File: src/rtl/gdma_link_pkg.sv
// Shared link-layer definitions for the GTP framer and the receive-side deframer:
// K-code words, frame word types and framer states.
package gdma_link_pkg;

   localparam logic [7:0]  SOF_K     = 8'hFB;
   localparam logic [7:0]  EOF_K     = 8'hFD;
   localparam logic [31:0] IDLE_WORD = 32'h1C1C1CBC;

   typedef enum logic [2:0] {
      W_IDLE,
      W_SOF,
      W_PAYLOAD,
      W_CHK,
      W_EOF
   } word_type_e;

   typedef enum logic [2:0] {
      S_IDLE,
      S_PAYLOAD,
      S_CHK,
      S_EOF,
      S_DRAIN,
      S_GAP
   } state_e;

endpackage

File: src/rtl/gdma_gtp_framer.sv
// Wraps tlast-delimited AXI-Stream packets into SOF/payload/CHK/EOF link frames
// for the GTP transmitter, with K28.5 idle fill and a minimum inter-frame gap.
module gdma_gtp_framer #(
   parameter int unsigned MAX_WORDS = 256,
   parameter int unsigned MIN_IFG   = 2,
   parameter logic [31:0] IDLE_WORD = gdma_link_pkg::IDLE_WORD,
   parameter logic [7:0]  SOF_K     = gdma_link_pkg::SOF_K,
   parameter logic [7:0]  EOF_K     = gdma_link_pkg::EOF_K
) (
   input  logic        clk,
   input  logic        rst_n,
   input  logic        s_tvalid,
   output logic        s_tready,
   input  logic [31:0] s_tdata,
   input  logic        s_tlast,
   input  logic        link_up,
   output logic [31:0] gtp_txdata,
   output logic [3:0]  gtp_txcharisk,
   output logic        frame_done,
   output logic        frame_abort,
   output logic        frame_trunc,
   output logic [31:0] frames_sent
);
   import gdma_link_pkg::*;

   localparam logic [22:0] MAX_CNT = 23'(MAX_WORDS);
   localparam logic [7:0]  MIN_GAP = 8'(MIN_IFG);

   state_e      state, state_nxt;
   word_type_e  wtype;
   logic [15:0] seq, seq_nxt;
   logic [31:0] chk, chk_nxt;
   logic [22:0] count, count_nxt;
   logic        trunc, trunc_nxt;
   logic [7:0]  gap, gap_nxt;
   logic        done_nxt, abort_nxt, trunc_pulse_nxt;
   logic [31:0] word_nxt;
   logic [3:0]  isk_nxt;

   assign s_tready = (state == S_PAYLOAD) ? link_up : (state == S_DRAIN);

   always_comb begin
      state_nxt       = state;
      seq_nxt         = seq;
      chk_nxt         = chk;
      count_nxt       = count;
      trunc_nxt       = trunc;
      gap_nxt         = gap;
      wtype           = W_IDLE;
      done_nxt        = 1'b0;
      abort_nxt       = 1'b0;
      trunc_pulse_nxt = 1'b0;
      case (state)
         S_IDLE: begin
            if (s_tvalid && link_up && gap >= MIN_GAP) begin
               wtype     = W_SOF;
               seq_nxt   = seq + 16'd1;
               chk_nxt   = '0;
               count_nxt = '0;
               trunc_nxt = 1'b0;
               state_nxt = S_PAYLOAD;
            end
         end
         S_PAYLOAD: begin
            // The tlast beat cannot have been taken yet, so an abort always drains
            if (!link_up) begin
               abort_nxt = 1'b1;
               gap_nxt   = '0;
               state_nxt = S_DRAIN;
            end else if (s_tvalid) begin
               wtype     = W_PAYLOAD;
               chk_nxt   = chk ^ s_tdata;
               count_nxt = count + 23'd1;
               if (s_tlast) begin
                  state_nxt = S_CHK;
               end else if (count_nxt == MAX_CNT) begin
                  trunc_nxt = 1'b1;
                  state_nxt = S_CHK;
               end
            end
         end
         S_CHK, S_EOF: begin
            // A truncated frame still has the rest of its packet upstream
            if (!link_up) begin
               abort_nxt = 1'b1;
               gap_nxt   = '0;
               state_nxt = trunc ? S_DRAIN : S_GAP;
            end else if (state == S_CHK) begin
               wtype     = W_CHK;
               state_nxt = S_EOF;
            end else begin
               wtype           = W_EOF;
               done_nxt        = 1'b1;
               trunc_pulse_nxt = trunc;
               gap_nxt         = '0;
               state_nxt       = trunc ? S_DRAIN : S_GAP;
            end
         end
         S_DRAIN: begin
            if (s_tvalid && s_tlast) state_nxt = S_GAP;
         end
         S_GAP: begin
            gap_nxt = gap + 8'd1;
            if (gap_nxt >= MIN_GAP) state_nxt = S_IDLE;
         end
         default: state_nxt = S_IDLE;
      endcase
   end

   always_comb begin
      word_nxt = IDLE_WORD;
      isk_nxt  = 4'b0001;
      case (wtype)
         W_SOF:     begin word_nxt = {seq, 8'h00, SOF_K};    isk_nxt = 4'b0001; end
         W_PAYLOAD: begin word_nxt = s_tdata;                isk_nxt = 4'b0000; end
         W_CHK:     begin word_nxt = chk;                    isk_nxt = 4'b0000; end
         W_EOF:     begin word_nxt = {trunc, count, EOF_K};  isk_nxt = 4'b0001; end
         default:   begin word_nxt = IDLE_WORD;              isk_nxt = 4'b0001; end
      endcase
   end

   // Control and output register stage
   always_ff @(posedge clk or negedge rst_n) begin
      if (!rst_n) begin
         state         <= S_IDLE;
         seq           <= '0;
         trunc         <= 1'b0;
         gap           <= 8'hFF;
         gtp_txdata    <= IDLE_WORD;
         gtp_txcharisk <= 4'b0001;
         frame_done    <= 1'b0;
         frame_abort   <= 1'b0;
         frame_trunc   <= 1'b0;
         frames_sent   <= '0;
      end else begin
         state         <= state_nxt;
         seq           <= seq_nxt;
         trunc         <= trunc_nxt;
         gap           <= gap_nxt;
         gtp_txdata    <= word_nxt;
         gtp_txcharisk <= isk_nxt;
         frame_done    <= done_nxt;
         frame_abort   <= abort_nxt;
         frame_trunc   <= trunc_pulse_nxt;
         frames_sent   <= frames_sent + {31'd0, done_nxt};
      end
   end

   // Checksum and count are cleared on every SOF before use
   always_ff @(posedge clk) begin
      chk   <= chk_nxt;
      count <= count_nxt;
   end

endmodule
File: config.mk
export PLATFORM = sky130hd
export DESIGN_NAME = gdma_gtp_framer
export DESIGN_NICKNAME = d
export VERILOG_FILES = /design/src/rtl/gdma_link_pkg.sv /design/src/rtl/gdma_gtp_framer.sv
export SDC_FILE = /design/constraint.sdc
export NUM_CORES = 1
export LEC_CHECK = 0
export CAP_MARGIN = 20
export CORE_MARGIN = 1
export CORE_UTILIZATION = 55
export DETAILED_ROUTE_END_ITERATION = 16
export PLACE_DENSITY = 0.8
export SLEW_MARGIN = 20
export SYNTH_ARGS = -nofsm -noshare
export SYNTH_HDL_FRONTEND = slang
export SYNTH_SLANG_ARGS = --single-unit
File: constraint.sdc
create_clock -name clk -period 4.2 [get_ports clk]
set_input_delay 0.84 -clock clk [delete_from_list [all_inputs] [get_ports clk]]
set_output_delay 0.84 -clock clk [all_outputs]
set_load 0.005 [all_outputs]
After elaboration in Yosys (flattened, before gate mapping)
Index checks and enable logic that the tools add are counted.
{"block": "totals", "ramBits": 0, "romBits": 0, "in_bits": 37, "mem_count": 0, "reg_bits": 154, "output_inout_bits": 72, "latch_bits": 0}
{"block": "op_classes", "n_reduce_logical": 14, "n_mux": 46, "n_eq_ne": 21, "n_bitwise": 1, "n_addsub": 4, "div": 0, "order_cmp": 2, "mul": 0, "shift": 0}
{"cell": "one-hot mux 32 bit (4 select lines)", "count": 1}
{"cell": "two-way mux 32 bit", "count": 3}
{"cell": "two-way mux 23 bit", "count": 3}
{"cell": "one-hot mux 32 bit (2 select lines)", "count": 1}
{"cell": "one-hot mux 23 bit (2 select lines)", "count": 1}
{"cell": "two-way mux 3 bit", "count": 11}
{"cell": "adder 32 x 1 -> 32 bit", "count": 1}
{"cell": "bitwise XOR 32 bit", "count": 1}
{"cell": "two-way mux 8 bit", "count": 3}
{"cell": "one-hot mux 8 bit (3 select lines)", "count": 1}
{"cell": "adder 23 x 1 -> 23 bit, second input constant", "count": 1}
{"cell": "equality test 23 x 9 -> 1 bit, second input constant", "count": 1}
{"cell": "two-way mux 1 bit", "count": 17}
{"cell": "adder 16 x 1 -> 16 bit, second input constant", "count": 1}
{"cell": ">= comparator 8 x 2 -> 1 bit, second input constant", "count": 2}
{"cell": "one-hot mux 3 bit (5 select lines)", "count": 1}
{"cell": "equality test 3 x 2 -> 1 bit, second input constant", "count": 4}
{"cell": "inequality test 2 bit, second input constant", "count": 6}
{"cell": "equality test 3 bit, second input constant", "count": 3}
{"cell": "one-hot mux 3 bit (3 select lines)", "count": 1}
{"cell": "adder 8 x 1 -> 8 bit, second input constant", "count": 1}
{"cell": "equality test 3 x 1 -> 1 bit, second input constant", "count": 2}
{"cell": "inequality test 3 bit, second input constant", "count": 2}
{"cell": "AND reduction 6 bit", "count": 1}
{"cell": "14 further kinds", "count": 19}

Logic depth before layout (Yosys ltp)
{"block": "depth", "ltp_word": 7, "depth_mapped": 11, "depth_no_buf": 10}

Worst setup path after synthesis
Ideal clock, no wire load.
{"block": "synth_path", "path_kind": "reg2reg", "start": "register gap[0]", "end": "register chk[0] (enable)", "required_ps": 3567, "t_arrival_ps": 2189, "path_stages_with_launch": 7, "setup_ps": 633, "setup_slack_ps": 1379, "period_less_slack_ps": 2821, "path_cell_list": "dfstp_2 inv_1 ha_1 nor4_1 a21oi_1 nand2_1 nand2_1"}
{"block": "synth_between", "elab_chain_cells": 4}
{"item": "from (decl)", "line": "gdma_gtp_framer.sv:35", "source": "logic [7:0] gap, gap_nxt;"}
{"item": "from (signal assigned)", "line": "gdma_gtp_framer.sv:139", "source": "gap <= gap_nxt;"}
{"item": ">= comparator 8 x 2 -> 1 bit", "line": "gdma_gtp_framer.sv:55", "source": "if (s_tvalid && link_up && gap >= MIN_GAP) begin"}
{"item": "logical AND 1 bit", "line": "gdma_gtp_framer.sv:55"}
{"item": "inequality test 2 bit (no source line)"}
{"item": "AND reduction 4 bit (no source line)"}
{"item": "to (signal assigned)", "line": "gdma_gtp_framer.sv:151", "source": "chk <= chk_nxt;"}
{"item": "to (decl)", "line": "gdma_gtp_framer.sv:32", "source": "logic [31:0] chk, chk_nxt;"}
No other way between the ends.
A chain may end at the register's enable or synchronous reset.

Worst setup path after layout
{"block": "layout_path", "start": "input port link_up", "end": "output port s_tready"}
{"block": "layout_between", "elab_chain_cells": 1}
{"item": "from (decl)", "line": "gdma_gtp_framer.sv:16", "source": "input logic link_up,"}
{"item": "two-way mux 1 bit", "line": "gdma_gtp_framer.sv:40", "source": "assign s_tready = (state == S_PAYLOAD) ? link_up : (state == S_DRAIN);"}
{"item": "to (decl)", "line": "gdma_gtp_framer.sv:13", "source": "output logic s_tready,"}
No other way between the ends.

==> metrics.csv <==
stage,metric,value,unit
detailed_routing,DR pass1 iterations,5,
placement,Placer Congestion,0.858,
yosys,Post-Syn Area,7600,um^2
cts,CTS tree,built,
cts,clock insertion delay at the later pin of the skew report,0.42,ns
global_route,first-pass GRT wire length,28.8,mm
power,Pleak,0.00359,uW
timing,Final Cycle Share,82.0,%
yosys,Post-synth EDFFs,55,
die,Die Height,120,um
global_route,number of global-route vias before repair,5677,
timing,unrepaired setup endpoints after global routing,false,
finish,ANT cells,0,
global_route,largest net degree at the start of global routing,56,
yosys,"area leader, netlist",dfrtp_1,
flow_run,max-cap violations,0,
critical_path,kind of critical path,input pin to output port,
critical_path,Worst EP arrival,2.61,ns
timing,min cycle time layout,3.45,ns
yosys,Synth cell types,67,
yosys,Post-synth top cells,"nor2_1, dfrtp_1, xnor2_1",
finish,final net count,828,
global_route,total grt overflow,0,
critical_path,crit-path max FO,6,
die,Core ar.,13300,um^2
global_route,initial antenna violation count,0,
outcome,status,completed,
cts,total setup buffers inserted after CTS,0,
power,worst vdd ir,0.332,mV
yosys,synth warn,0,
power,Total Power,4850,uW
cts,hold buffers post-CTS,0,
critical_path,Worst setup EP type,output port,
detailed_routing,# DRC,0,
timing,Final Max Slew Viols,0,
detailed_routing,Via Count,5720,
power,pwr dens,524,nW/um^2
yosys,Synth area leaders,"dfrtp_1, edfxtp_1, xnor2_1, dfstp_2, nor2_1",
detailed_routing,Detailed Route WL,17.6,mm
finish,number of fill cells,989,
cts,Sink Count,151,
critical_path,CP max stage cell,clkdlybuf4s50_1,
die,IO Count,109,
yosys,part of the Yosys area used for sequential elements,53.7,%
critical_path,max incr delay on CP,0.57,ns
cts,CTS Buf Count,17,
hold_path,worst hold-check path type,input pin to asynchronous set/reset pin,
yosys,post-synth top area share,24.0,%
detailed_routing,number of nets still failing antenna checks after routing,0,
detailed_routing,Iteration-0 DRC Markers,508,
finish,"Core Util, Final",69.3,%
timing,Peak Freq,290,MHz
die,die area,14300,um^2
global_route,GRT Total Usage,25.9,%
finish,layout cell share with drive strength beyond 1,10.7,%
die,chip width,120,um
die,Initial Util,56.9,%
cts,H-tree depth,4,
timing,worst clock skew,0.0156,ns
critical_path,CP cell instances,clkdlybuf4s50_1 > inv_1 > nor2_1 > mux2i_1 > nor2_1 > clkdlybuf4s50_1,
cts,clock slew at reported path FFs,0.06,ns
critical_path,WP data required,3.36,ns
cts,Max Buffers Root-to-Sink,2,
timing,Tightest Pin Transition,0.939,ns
yosys,ys async rst share,63.6,%
finish,Syn-to-layout area delta,21.8,%
placement,Port Buf Inserts,105,
timing,final hold violations,0,
critical_path,"Largest delay share family, worst path",buffers and inverters,
detailed_routing,vias per inst,5.88,
yosys,Yosys reg bits,151,
cts,CTS Root Buffer Type,clkbuf_16,
yosys,Syn Inst Count,691,
cts,count of cells resized by post-cts repair,0,
yosys,"Top FF cell, synth",dfrtp_1,
die,FP Rows,42,
timing,# setup viols final,0,
timing,max_slew headroom,37.2,%
detailed_routing,Avg WL per Cell,18.1,um
timing,final setup TNS,0,ns
critical_path,"Buf+Inv Stages, Crit Path",3,
placement,dpl hpwl,11.5,mm
yosys,Syn Area/Cell,11.0,um^2
yosys,most common cell in the netlist,nor2_1,
critical_path,Critical Path Source Type,input pin,
## path summary, 6_finish.rpt
kind,cells past startpoint,slack [ns],from,end
min in group clk,1,0.50,seq[15]$_DFFE_PN0P_,seq[15]$_DFFE_PN0P_
max reg2reg,7,1.13,count[0]$_SDFFCE_PN0P_,trunc$_DFFE_PN0P_
max in group asynchronous,2,2.97,rst_n,frames_sent[7]$_DFF_PN0_
min,1,0.43,rst_n,state[2]$_DFFE_PN0P_
min reg2reg,1,0.50,seq[15]$_DFFE_PN0P_,seq[15]$_DFFE_PN0P_
max,6,0.75,link_up,s_tready
## area by class of cell
| class | count | area [um^2] | share of cell area [%] |
|---|---|---|---|
| tap | 176 | 220 | 2.38 |
| clock buffer | 24 | 504 | 5.45 |
| inverter | 9 | 33.8 | 0.365 |
| multi-input combinational | 492 | 3270 | 35.3 |
| timing repair buffer | 112 | 1100 | 11.9 |
| clock inverter | 8 | 43.8 | 0.473 |
| sequential | 151 | 4080 | 44.1 |
## state kept, by name, summed over array words and instances, names as in the netlist
signal and flops:
chk 32, frames_sent 32, gtp_txdata 32, count 23
seq 16, gap 8, state 3, frame_abort 1
frame_done 1, frame_trunc 1, gtp_txcharisk 1, trunc 1
## where the power goes
part,internal [uW],switching (uW)
registers,1890,260
logic,587,695
clock network,836,578
total,3320,1530
## cells in the final DEF (no fill, tap or decap), types with 9 or more instances in the layout
| cell type | instances |
|---|---|
| inv_1 | 9 |
| a221o_1 | 11 |
| a21oi_1 | 15 |
| nand2_1 | 45 |
| xnor2_1 | 73 |
| dfrtp_1 | 72 |
| nand4_1 | 15 |
| and3_1 | 9 |
| and4_1 | 10 |
| nand3_1 | 38 |
| edfxtp_1 | 55 |
| dfstp_2 | 23 |
| o21ai_0 | 29 |
| mux2i_1 | 20 |
| nor2_1 | 88 |
| clkbuf_16 | 19 |
| xor2_1 | 24 |
| clkdlybuf4s50_1 | 104 |
## metrics by stage
step | cells | worst slack [ns] | hold slack [ns] | instance area [um^2]
after floorplan | 693 | 1.38 | 0.443 | 7600
after global placement | 940 | 0.801 | 0.464 | 8710
after detailed placement | 940 | 0.620 | 0.482 | 8710
after CTS | 972 | 0.766 | 0.451 | 9250
after global routing | 972 | 0.639 | 0.464 | 9250
final | 972 | 0.755 | 0.432 | 9250
## routing by layer
metal / share of wire, % / global-route usage [%]
met1: 43 / 33.4
met2: 50 / 43.5
met3: 5.7 / 5.80
met4: 1.7 / 8.36
met5: 0 / 0
## cells by family (layout without fill, tap and decap cells)
logic type	count (synthesis)	after routing	synth area share, %
adders and majority gates	8	8	1.32
buffers and inverters	50	153	3.47
and+or+nand+nor	259	259	17.6
muxes	27	27	3.67
other	1	3	0.0494
DFF	151	151	53.7
AOI/OAI and AO/OA	98	98	8.99
xor gates and xnor gates	97	97	11.2
Note: power is estimated with default switching activity, not from simulation.
